===== src/rtl/ushift_seq_ctrl_pkg.sv =====
// Shared encodings for the universal shift register sequencer.
// Op codes, register mode codes and controller states.
package ushift_seq_ctrl_pkg;

  localparam logic [1:0] OP_TX_MSB = 2'b00;
  localparam logic [1:0] OP_TX_LSB = 2'b01;
  localparam logic [1:0] OP_RX_MSB = 2'b10;
  localparam logic [1:0] OP_RX_LSB = 2'b11;

  // {S1,S0}: SHL moves toward MSB, SHR moves toward LSB
  localparam logic [1:0] MODE_HOLD = 2'b00;
  localparam logic [1:0] MODE_SHR  = 2'b01;
  localparam logic [1:0] MODE_SHL  = 2'b10;
  localparam logic [1:0] MODE_LOAD = 2'b11;

  typedef enum logic [1:0] {
    ST_IDLE,
    ST_LOAD,
    ST_SHIFT,
    ST_DONE
  } state_e;

  function automatic logic is_rx(input logic [1:0] op);
    return op[1];
  endfunction

  function automatic logic is_lsb(input logic [1:0] op);
    return op[0];
  endfunction

endpackage


===== src/rtl/ushift_seq_ctrl.sv =====
// Sequencer driving a universal shift register as a serial
// transmitter/receiver behind request/response handshakes.
module ushift_seq_ctrl
  import ushift_seq_ctrl_pkg::*;
#(
  parameter int WIDTH = 4,
  parameter int CNT_W = $clog2(WIDTH + 1)
) (
  input  logic             Clk,
  input  logic             Rst_n,
  input  logic             Req_valid,
  output logic             Req_ready,
  input  logic [1:0]       Req_op,
  input  logic [WIDTH-1:0] Req_data,
  output logic             Rsp_valid,
  input  logic             Rsp_ready,
  output logic [WIDTH-1:0] Rsp_data,
  input  logic             Ser_in,
  output logic             Ser_out,
  output logic             Ser_en,
  output logic             Reg_S1,
  output logic             Reg_S0,
  output logic             Reg_L,
  output logic             Reg_R,
  output logic [WIDTH-1:0] Reg_Datain,
  output logic             Reg_Rst,
  input  logic [WIDTH-1:0] Reg_q
);

  localparam logic [CNT_W-1:0] LAST = CNT_W'(WIDTH - 1);

  state_e           state_q;
  logic [CNT_W-1:0] cnt_q;
  logic [1:0]       op_q;
  logic [WIDTH-1:0] data_q;
  logic [1:0]       mode_q;
  logic [WIDTH-1:0] datain_q;
  logic             ser_en_q;
  logic             rsp_valid_q;
  logic             shifting;
  logic             rx;
  logic             lsb;

  // Control FSM; mode/Ser_en/Rsp_valid registered for the next state
  always_ff @(posedge Clk or negedge Rst_n) begin
    if (!Rst_n) begin
      state_q     <= ST_IDLE;
      cnt_q       <= '0;
      op_q        <= OP_TX_MSB;
      data_q      <= '0;
      mode_q      <= MODE_HOLD;
      datain_q    <= '0;
      ser_en_q    <= 1'b0;
      rsp_valid_q <= 1'b0;
    end else begin
      unique case (state_q)
        ST_IDLE: begin
          if (Req_valid) begin
            op_q     <= Req_op;
            data_q   <= Req_data;
            mode_q   <= MODE_LOAD;
            datain_q <= is_rx(Req_op) ? '0 : Req_data;
            state_q  <= ST_LOAD;
          end
        end
        ST_LOAD: begin
          cnt_q    <= '0;
          mode_q   <= is_lsb(op_q) ? MODE_SHR : MODE_SHL;
          datain_q <= '0;
          ser_en_q <= 1'b1;
          state_q  <= ST_SHIFT;
        end
        ST_SHIFT: begin
          cnt_q <= cnt_q + CNT_W'(1);
          if (cnt_q == LAST) begin
            mode_q      <= MODE_HOLD;
            ser_en_q    <= 1'b0;
            rsp_valid_q <= 1'b1;
            state_q     <= ST_DONE;
          end
        end
        ST_DONE: begin
          if (Rsp_ready) begin
            rsp_valid_q <= 1'b0;
            state_q     <= ST_IDLE;
          end
        end
        default: state_q <= ST_IDLE;
      endcase
    end
  end

  // Serial pin and fill bits follow the live register contents
  always_comb begin
    shifting  = (state_q == ST_SHIFT);
    rx        = is_rx(op_q);
    lsb       = is_lsb(op_q);
    Req_ready = (state_q == ST_IDLE);
    Ser_out   = 1'b0;
    Reg_L     = 1'b0;
    Reg_R     = 1'b0;
    if (shifting && !rx)
      Ser_out = lsb ? Reg_q[0] : Reg_q[WIDTH-1];
    if (shifting && rx && !lsb)
      Reg_L = Ser_in;
    if (shifting && rx && lsb)
      Reg_R = Ser_in;
    Rsp_data   = rx ? Reg_q : data_q;
    Rsp_valid  = rsp_valid_q;
    Ser_en     = ser_en_q;
    Reg_S1     = mode_q[1];
    Reg_S0     = mode_q[0];
    Reg_Datain = datain_q;
    Reg_Rst    = ~Rst_n;
  end

endmodule


===== config.mk =====
export PLATFORM = sky130hd
export DESIGN_NAME = ushift_seq_ctrl
export DESIGN_NICKNAME = d
export VERILOG_FILES = /design/src/rtl/ushift_seq_ctrl_pkg.sv /design/src/rtl/ushift_seq_ctrl.sv
export SDC_FILE = /design/constraint.sdc
export NUM_CORES = 1
export LEC_CHECK = 0
export ABC_AREA = 1
export CELL_PAD_IN_SITES_DETAIL_PLACEMENT = 0
export CELL_PAD_IN_SITES_GLOBAL_PLACEMENT = 1
export CORE_MARGIN = 3
export CORE_UTILIZATION = 32
export DETAILED_ROUTE_END_ITERATION = 7
export PLACE_DENSITY_LB_ADDON = 0.08
export REMOVE_ABC_BUFFERS = 1
export SYNTH_ARGS = -nofsm -noshare
export SYNTH_HDL_FRONTEND = slang
export SYNTH_SLANG_ARGS = --single-unit

===== constraint.sdc =====
create_clock -name Clk -period 1.7 [get_ports Clk]
set_input_delay 0.255 -clock Clk [delete_from_list [all_inputs] [get_ports Clk]]
set_output_delay 0.255 -clock Clk [all_outputs]
set_load 0.05 [all_outputs]

==> metrics.txt <==
# TYPE chip_impl_metric gauge
chip_impl_info{name="outcome",value="completed"} 1
chip_impl_metric{name="syn_avg_cell_area",unit="µm²"} 7.79
chip_impl_metric{name="setup_viol_count_final",unit=""} 0
chip_impl_metric{name="netlist_cell_types",unit=""} 15
chip_impl_metric{name="syn2layout_area_growth",unit="%"} 51.7
chip_impl_metric{name="max_freq",unit="MHz"} 617
chip_impl_metric{name="yosysSeqAreaShare",unit="%"} 45.6
chip_impl_metric{name="dieHeight",unit="µm"} 63.1
chip_impl_info{name="type_of_origin_of_the_critical_path",value="register"} 1
chip_impl_metric{name="viasPerCell",unit=""} 4.46
chip_impl_metric{name="grt_first_pass_wirelength",unit="µm"} 4180
chip_impl_metric{name="clock_sink_count",unit=""} 19
chip_impl_metric{name="worst_slew_pin_slew",unit="ps"} 276
chip_impl_metric{name="fin_crit_sh",unit="%"} 95.3
chip_impl_metric{name="drc",unit=""} 0
chip_impl_metric{name="ys_warn_count",unit=""} 0
chip_impl_metric{name="power.density_cell_area",unit="mW/mm²"} 1870
chip_impl_metric{name="cts_hold_buf",unit=""} 0
chip_impl_metric{name="drt_pre_antenna_iters",unit=""} 4
chip_impl_metric{name="clk_latency",unit="ps"} 300
chip_impl_metric{name="dp_cells",unit=""} 210
chip_impl_metric{name="worst_setup_hold_path_clk_slew",unit="ps"} 110
chip_impl_metric{name="netlist_area",unit="mm²"} 0.00104
chip_impl_info{name="clock_tree.root_cell",value="sky130_fd_sc_hd__clkbuf_4"} 1
chip_impl_metric{name="clock_path_buffers",unit=""} 2
chip_impl_info{name="worstSetupEndpointType",value="primary output"} 1
chip_impl_metric{name="maxCapViolations",unit=""} 0
chip_impl_metric{name="final_cell_count_no_fill",unit=""} 217
chip_impl_metric{name="antenna_left",unit=""} 0
chip_impl_info{name="worst-setup-path-type",value="register to primary output"} 1
chip_impl_metric{name="grt_start_max_net_pins",unit=""} 20
chip_impl_metric{name="cp_data_required_time",unit="ps"} 1440
chip_impl_metric{name="final-max-slew-violation-count",unit=""} 0
chip_impl_metric{name="finish.net_count",unit=""} 197
chip_impl_info{name="ys_top_cells_by_area",value="sky130_fd_sc_hd__dfrtp_1 (46%), sky130_fd_sc_hd__nand2_1 (19%), sky130_fd_sc_hd__ha_1 (9.6%)"} 1
chip_impl_metric{name="num_io_pins",unit=""} 32
chip_impl_metric{name="placementRows",unit=""} 20
chip_impl_metric{name="layout_min_cycle_time",unit="ps"} 1620
chip_impl_metric{name="fillers",unit=""} 315
chip_impl_metric{name="num_vias",unit=""} 967
chip_impl_metric{name="synthCells",unit=""} 134
chip_impl_metric{name="timing.slew.headroom",unit="%"} 81.5
chip_impl_metric{name="first_global_vias",unit=""} 941
chip_impl_info{name="yosysTopAreaCell",value="sky130_fd_sc_hd__dfrtp_1"} 1
chip_impl_metric{name="arrival_time_at_the_worst_endpoint",unit="ps"} 1360
chip_impl_metric{name="max-vdd-ir-drop",unit="µV"} 1120
chip_impl_metric{name="global_route.overflow_total",unit=""} 0
chip_impl_metric{name="antenna_found_initial",unit=""} 0
chip_impl_metric{name="drt_iter0_markers",unit=""} 32
chip_impl_metric{name="core_area",unit="mm²"} 0.00308
chip_impl_info{name="hp-class",value="input pin to async pin"} 1
chip_impl_metric{name="share_of_post_route_cells_with_drive_strength_above_1",unit="%"} 24.3
chip_impl_metric{name="fin_util",unit="%"} 51.4
chip_impl_metric{name="num_antenna_cells",unit=""} 0
chip_impl_metric{name="timing.reg2reg.setup_slack",unit="ps"} 370
chip_impl_metric{name="die_area",unit="mm²"} 0.00398
chip_impl_metric{name="drt-wirelength-per-cell",unit="µm"} 11.5
chip_impl_metric{name="port-buffer-count",unit=""} 31
chip_impl_metric{name="die_x",unit="µm"} 63.1
chip_impl_metric{name="hpwlAfterDp",unit="µm"} 1890
chip_impl_info{name="tritoncts",value="done"} 1
chip_impl_metric{name="synth_seq_cells",unit=""} 19
chip_impl_metric{name="fin_skew",unit="ps"} 5.17
chip_impl_metric{name="cts_max_level",unit=""} 1
chip_impl_metric{name="crit_fanout",unit=""} 3
chip_impl_metric{name="cts-buffers-inserted",unit=""} 3
chip_impl_metric{name="hold_violations",unit=""} 0
chip_impl_metric{name="synth_top_area_share",unit="%"} 45.6
chip_impl_metric{name="finalWeightedCongestion",unit=""} 0.685
chip_impl_metric{name="start_util",unit="%"} 33.9
chip_impl_metric{name="grt_use_total",unit="%"} 13.2
chip_impl_info{name="grt_setup_unrepaired",value="false"} 1
chip_impl_metric{name="leakage",unit="nW"} 0.808
chip_impl_info{name="layout_commonest_cell",value="sky130_fd_sc_hd__nand2_1"} 1
chip_impl_info{name="mostFrequentLayoutCells",value="sky130_fd_sc_hd__nand2_1 (52), sky130_fd_sc_hd__dfrtp_1 (18), sky130_fd_sc_hd__nand3_1 (17)"} 1
chip_impl_metric{name="postRouteWirelength",unit="µm"} 2500
-- synthesized netlist by cell type --
| master | count |
|---|---|
| sky130_fd_sc_hd__nand2_1 | 52 |
| sky130_fd_sc_hd__dfrtp_1 | 19 |
| sky130_fd_sc_hd__nand3_1 | 18 |
| sky130_fd_sc_hd__inv_1 | 15 |
| sky130_fd_sc_hd__ha_1 | 8 |
| sky130_fd_sc_hd__nor2_1 | 6 |
| sky130_fd_sc_hd__nand2_2 | 3 |
| sky130_fd_sc_hd__o21ai_0 | 3 |
| sky130_fd_sc_hd__a21oi_1 | 2 |
| sky130_fd_sc_hd__a21oi_2 | 2 |
| sky130_fd_sc_hd__nand4_1 | 2 |
| sky130_fd_sc_hd__buf_2 | 1 |
| sky130_fd_sc_hd__buf_6 | 1 |
| sky130_fd_sc_hd__o21bai_1 | 1 |
| sky130_fd_sc_hd__o22ai_1 | 1 |
-- final cells by class --
type | count | area, µm² | area share [%]
timing repair buffer | 37 | 425 | 26.9
clock buffer | 3 | 22.5 | 1.42
sequential | 19 | 477 | 30.1
tap | 44 | 55.1 | 3.48
multi-input combinational | 98 | 542 | 34.2
clock inverter | 1 | 5.00 | 0.316
inverter | 15 | 56.3 | 3.56
-- kinds of logic (layout without fill, tap and decap cells) --
kind of cell / Yosys count / count (layout) / synth area share (%)
adders and majority gates: 8 / 8 / 9.59
DFF: 19 / 19 / 45.6
and+or+nand+nor: 81 / 81 / 32.5
AOI/OAI and AO/OA: 9 / 9 / 5.40
buffers and inverters: 17 / 56 / 6.95
-- worst max-delay path, stage by stage, from the launching register on --
cell and delay, ps:
sky130_fd_sc_hd__dfrtp_1 410, sky130_fd_sc_hd__inv_2 90, sky130_fd_sc_hd__ha_4 160, sky130_fd_sc_hd__nand2_1 80, sky130_fd_sc_hd__a21oi_2 170, sky130_fd_sc_hd__buf_12 160
-- state kept, by name, summed over array words and instances (netlist names) --
name,count
Reg_Datain,4
data_q,4
cnt_q,3
mode_q,2
op_q,2
state_q,2
Rsp_valid,1
Ser_en,1
-- power by group --
group          internal, mW  total [mW]  switching [mW]
combinational         0.769        1.95            1.18
clock                0.0877       0.229           0.142
sequential            0.631       0.770           0.138
-- metal layers --
layer	vias to the layer above	routed length, µm	part of all wire [%]	global-route usage (%)
met2	27	1150	46	20.8
met4	0	30	1.2	4.96
li1	504	-	-	-
met1	432	1190	48	17.6
met3	4	129	5.2	3.03
met5	-	0	0	0
-- metrics by stage --
stage                     setup slack [ps]  total power [mW]  TNS (ps)  cell area [µm²]  hold slack, ps
after floorplan                       -135              1.90      -329             1030           -40.6
after global placement                 261              2.57         0             1490             459
after detailed placement               239              2.59         0             1490             460
after CTS                             13.1              2.91         0             1550             323
after global routing                  9.52              3.19         0             1580             327
final                                 80.3              2.95         0             1580             320
-- repair_timing --
action                                 in CTS  in global routing
endpoints found under the hold margin       0                  0
setup endpoints to repair                   3                  3
pin swaps                                   1                  0
setup buffers                               3                  0
gates resized for setup                     5                  9
-- final timing paths --
kind / start / endpoint / depth (start not counted)
max reg2reg: cnt_q[0] / mode_q[1] / 7
min reg2reg: data_q[3] / data_q[3] / 2
min: Rst_n / Ser_en / 2
max: state_q[0] / Ser_out / 5
min in group Clk: data_q[3] / data_q[3] / 2
max in group asynchronous: Rst_n / state_q[1] / 2
(Power assumes the default switching activity.)
==> RTL change: new RTL, config.mk and constraints unchanged <==
`WIDTH`: 4 -> 2.
--- a/src/rtl/ushift_seq_ctrl.sv
+++ b/src/rtl/ushift_seq_ctrl.sv
@@ -3,7 +3,7 @@
 module ushift_seq_ctrl
   import ushift_seq_ctrl_pkg::*;
 #(
-  parameter int WIDTH = 4,
+  parameter int WIDTH = 2,
   parameter int CNT_W = $clog2(WIDTH + 1)
 ) (
   input  logic             Clk,
Ports: changed (resized Reg_Datain, Reg_q, Req_data and Rsp_data); port bits go from 32 to 24. No check against the original RTL was run, so the function may have changed too.
==> RTL change against the original RTL <==
First-iteration DRC count is 78% lower; area after synthesis down 22%; sequential cell count is 5 lower; power down 18%; register-to-register slack worse by 0.05 ns; worst setup slack lost 0.018 ns; design area down 23%; wire length shrank 26%.
==> RTL change: results (changes against the original RTL) <==
[yosys]
synthTopCellsByArea=dfrtp_1 43%, nand2_1 18%, ha_1 14%  ; was dfrtp_1 46%, nand2_1 19%, ha_1 9.6%
yosysSeqAreaShare_pct=43.0  ; was 45.6%
synth_cell_types=13  ; was 15
yosys-top-cells-count=39 x nand2_1, 14 x dfrtp_1, 14 x inv_1  ; was 52 x nand2_1, 19 x dfrtp_1, 18 x nand3_1
ys_ff_latch=14  ; was 19
postSynthCellCount=106  ; was 134

[final_layout]
fin_util_pct=52.9  ; was 51.4%
multi_input_area_um2=450  ; was 542 um2
layout-drive-gt1-share_pct=21.5  ; was 24.3%
multi_input_cells=78  ; was 98
clk_share_pct=2.96  ; was 1.74%
inverters=14  ; was 15
nets=156  ; was 197
nClkBuffers=4  ; was 3
buf_share_pct=24.5  ; was 26.9%
seq_area_share_pct=28.7  ; was 30.1%

[placement]
globalplace.congestion=0.776  ; was 0.685
place_hpwl_um=1460  ; was 1890 um
dpl_worst_slack_ns=0.159  ; was 0.239 ns
placedInstanceArea_um2=1140  ; was 1490 um2

[critical_path]
crit_fanout=4  ; was 3
worst-r2r-cell-count=6  ; was 7
worstReg2RegEnd=Reg_Datain[1]$_DFFE_PN0P_  ; was mode_q[1]$_DFFE_PN0P_
arrival_ns=1.38  ; was 1.36 ns

[power_and_ir_drop]
ir_drop_uv=1180  ; was 1120 uV
power_density_nw_per_um2=1980  ; was 1870 nW/um2
pwr-share-clk_pct=9.7  ; was 7.8%
seq_power_uw=615  ; was 770 uW
p_sw_mw=1.21  ; was 1.46 mW
leakage_nw=0.610  ; was 0.808 nW

[routing]
viasPerCell=4.63  ; was 4.46
wire_per_inst_um=11.3  ; was 11.5 um
drt_iter0_drc=7  ; was 32
routed_wl_um=1850  ; was 2500 um

[global_routing]
grt_max_degree=15  ; was 20
track_usage_pct=13.3  ; was 13.2%
grt_pass1_vias=746  ; was 941
grt_pass1_wl_um=3460  ; was 4180 um

[clock_network]
worstSkewPairLatency_ns=0.27  ; was 0.30 ns
clk_pin_slew_ns=0.09  ; was 0.11 ns
postCtsResizedCells=6  ; was 5
cts_setup_buffers=1  ; was 3

[timing]
hold_ws_ns=0.318  ; was 0.320 ns
post-route-period-util_pct=96.3  ; was 95.3%
slew_headroom_pct=86.4  ; was 81.5%
fin_skew_ns=0.00473  ; was 0.00517 ns

[status]
status=completed  ; unchanged

RTL change: cell types whose count changed after synthesis, sizes merged, moves of 2 or more:
cell,unedited run,this run
a21oi,4,6
buf,2,0
dfrtp,19,14
nand2,55,40
nand3,18,11
RTL change: layer usage:
| layer | part of all wire, % | global-route usage, % | up-vias | routed length, um |
|---|---|---|---|---|
| li1 | - | - | 394 | - |
| met1 | 50 | 19.6 | 344 | 917 |
| met2 | 44 | 19.5 | 14 | 819 |
| met3 | 5.0 | 2.53 | 2 | 93 |
| met4 | 0.76 | 4.07 | 0 | 14 |
| met5 | 0 | 0 | - | 0 |
RTL change: cell families after synthesis:
logic type               count (synthesis)  share of synthesized area, %
AND/OR/NAND/NOR                         59                          30.1
buffers and inverters                   14                          6.45
flip-flops                              14                          43.0
AO/OA/AOI/OAI                           10                          6.61
adder cells (fa/ha/maj)                  9                          13.8
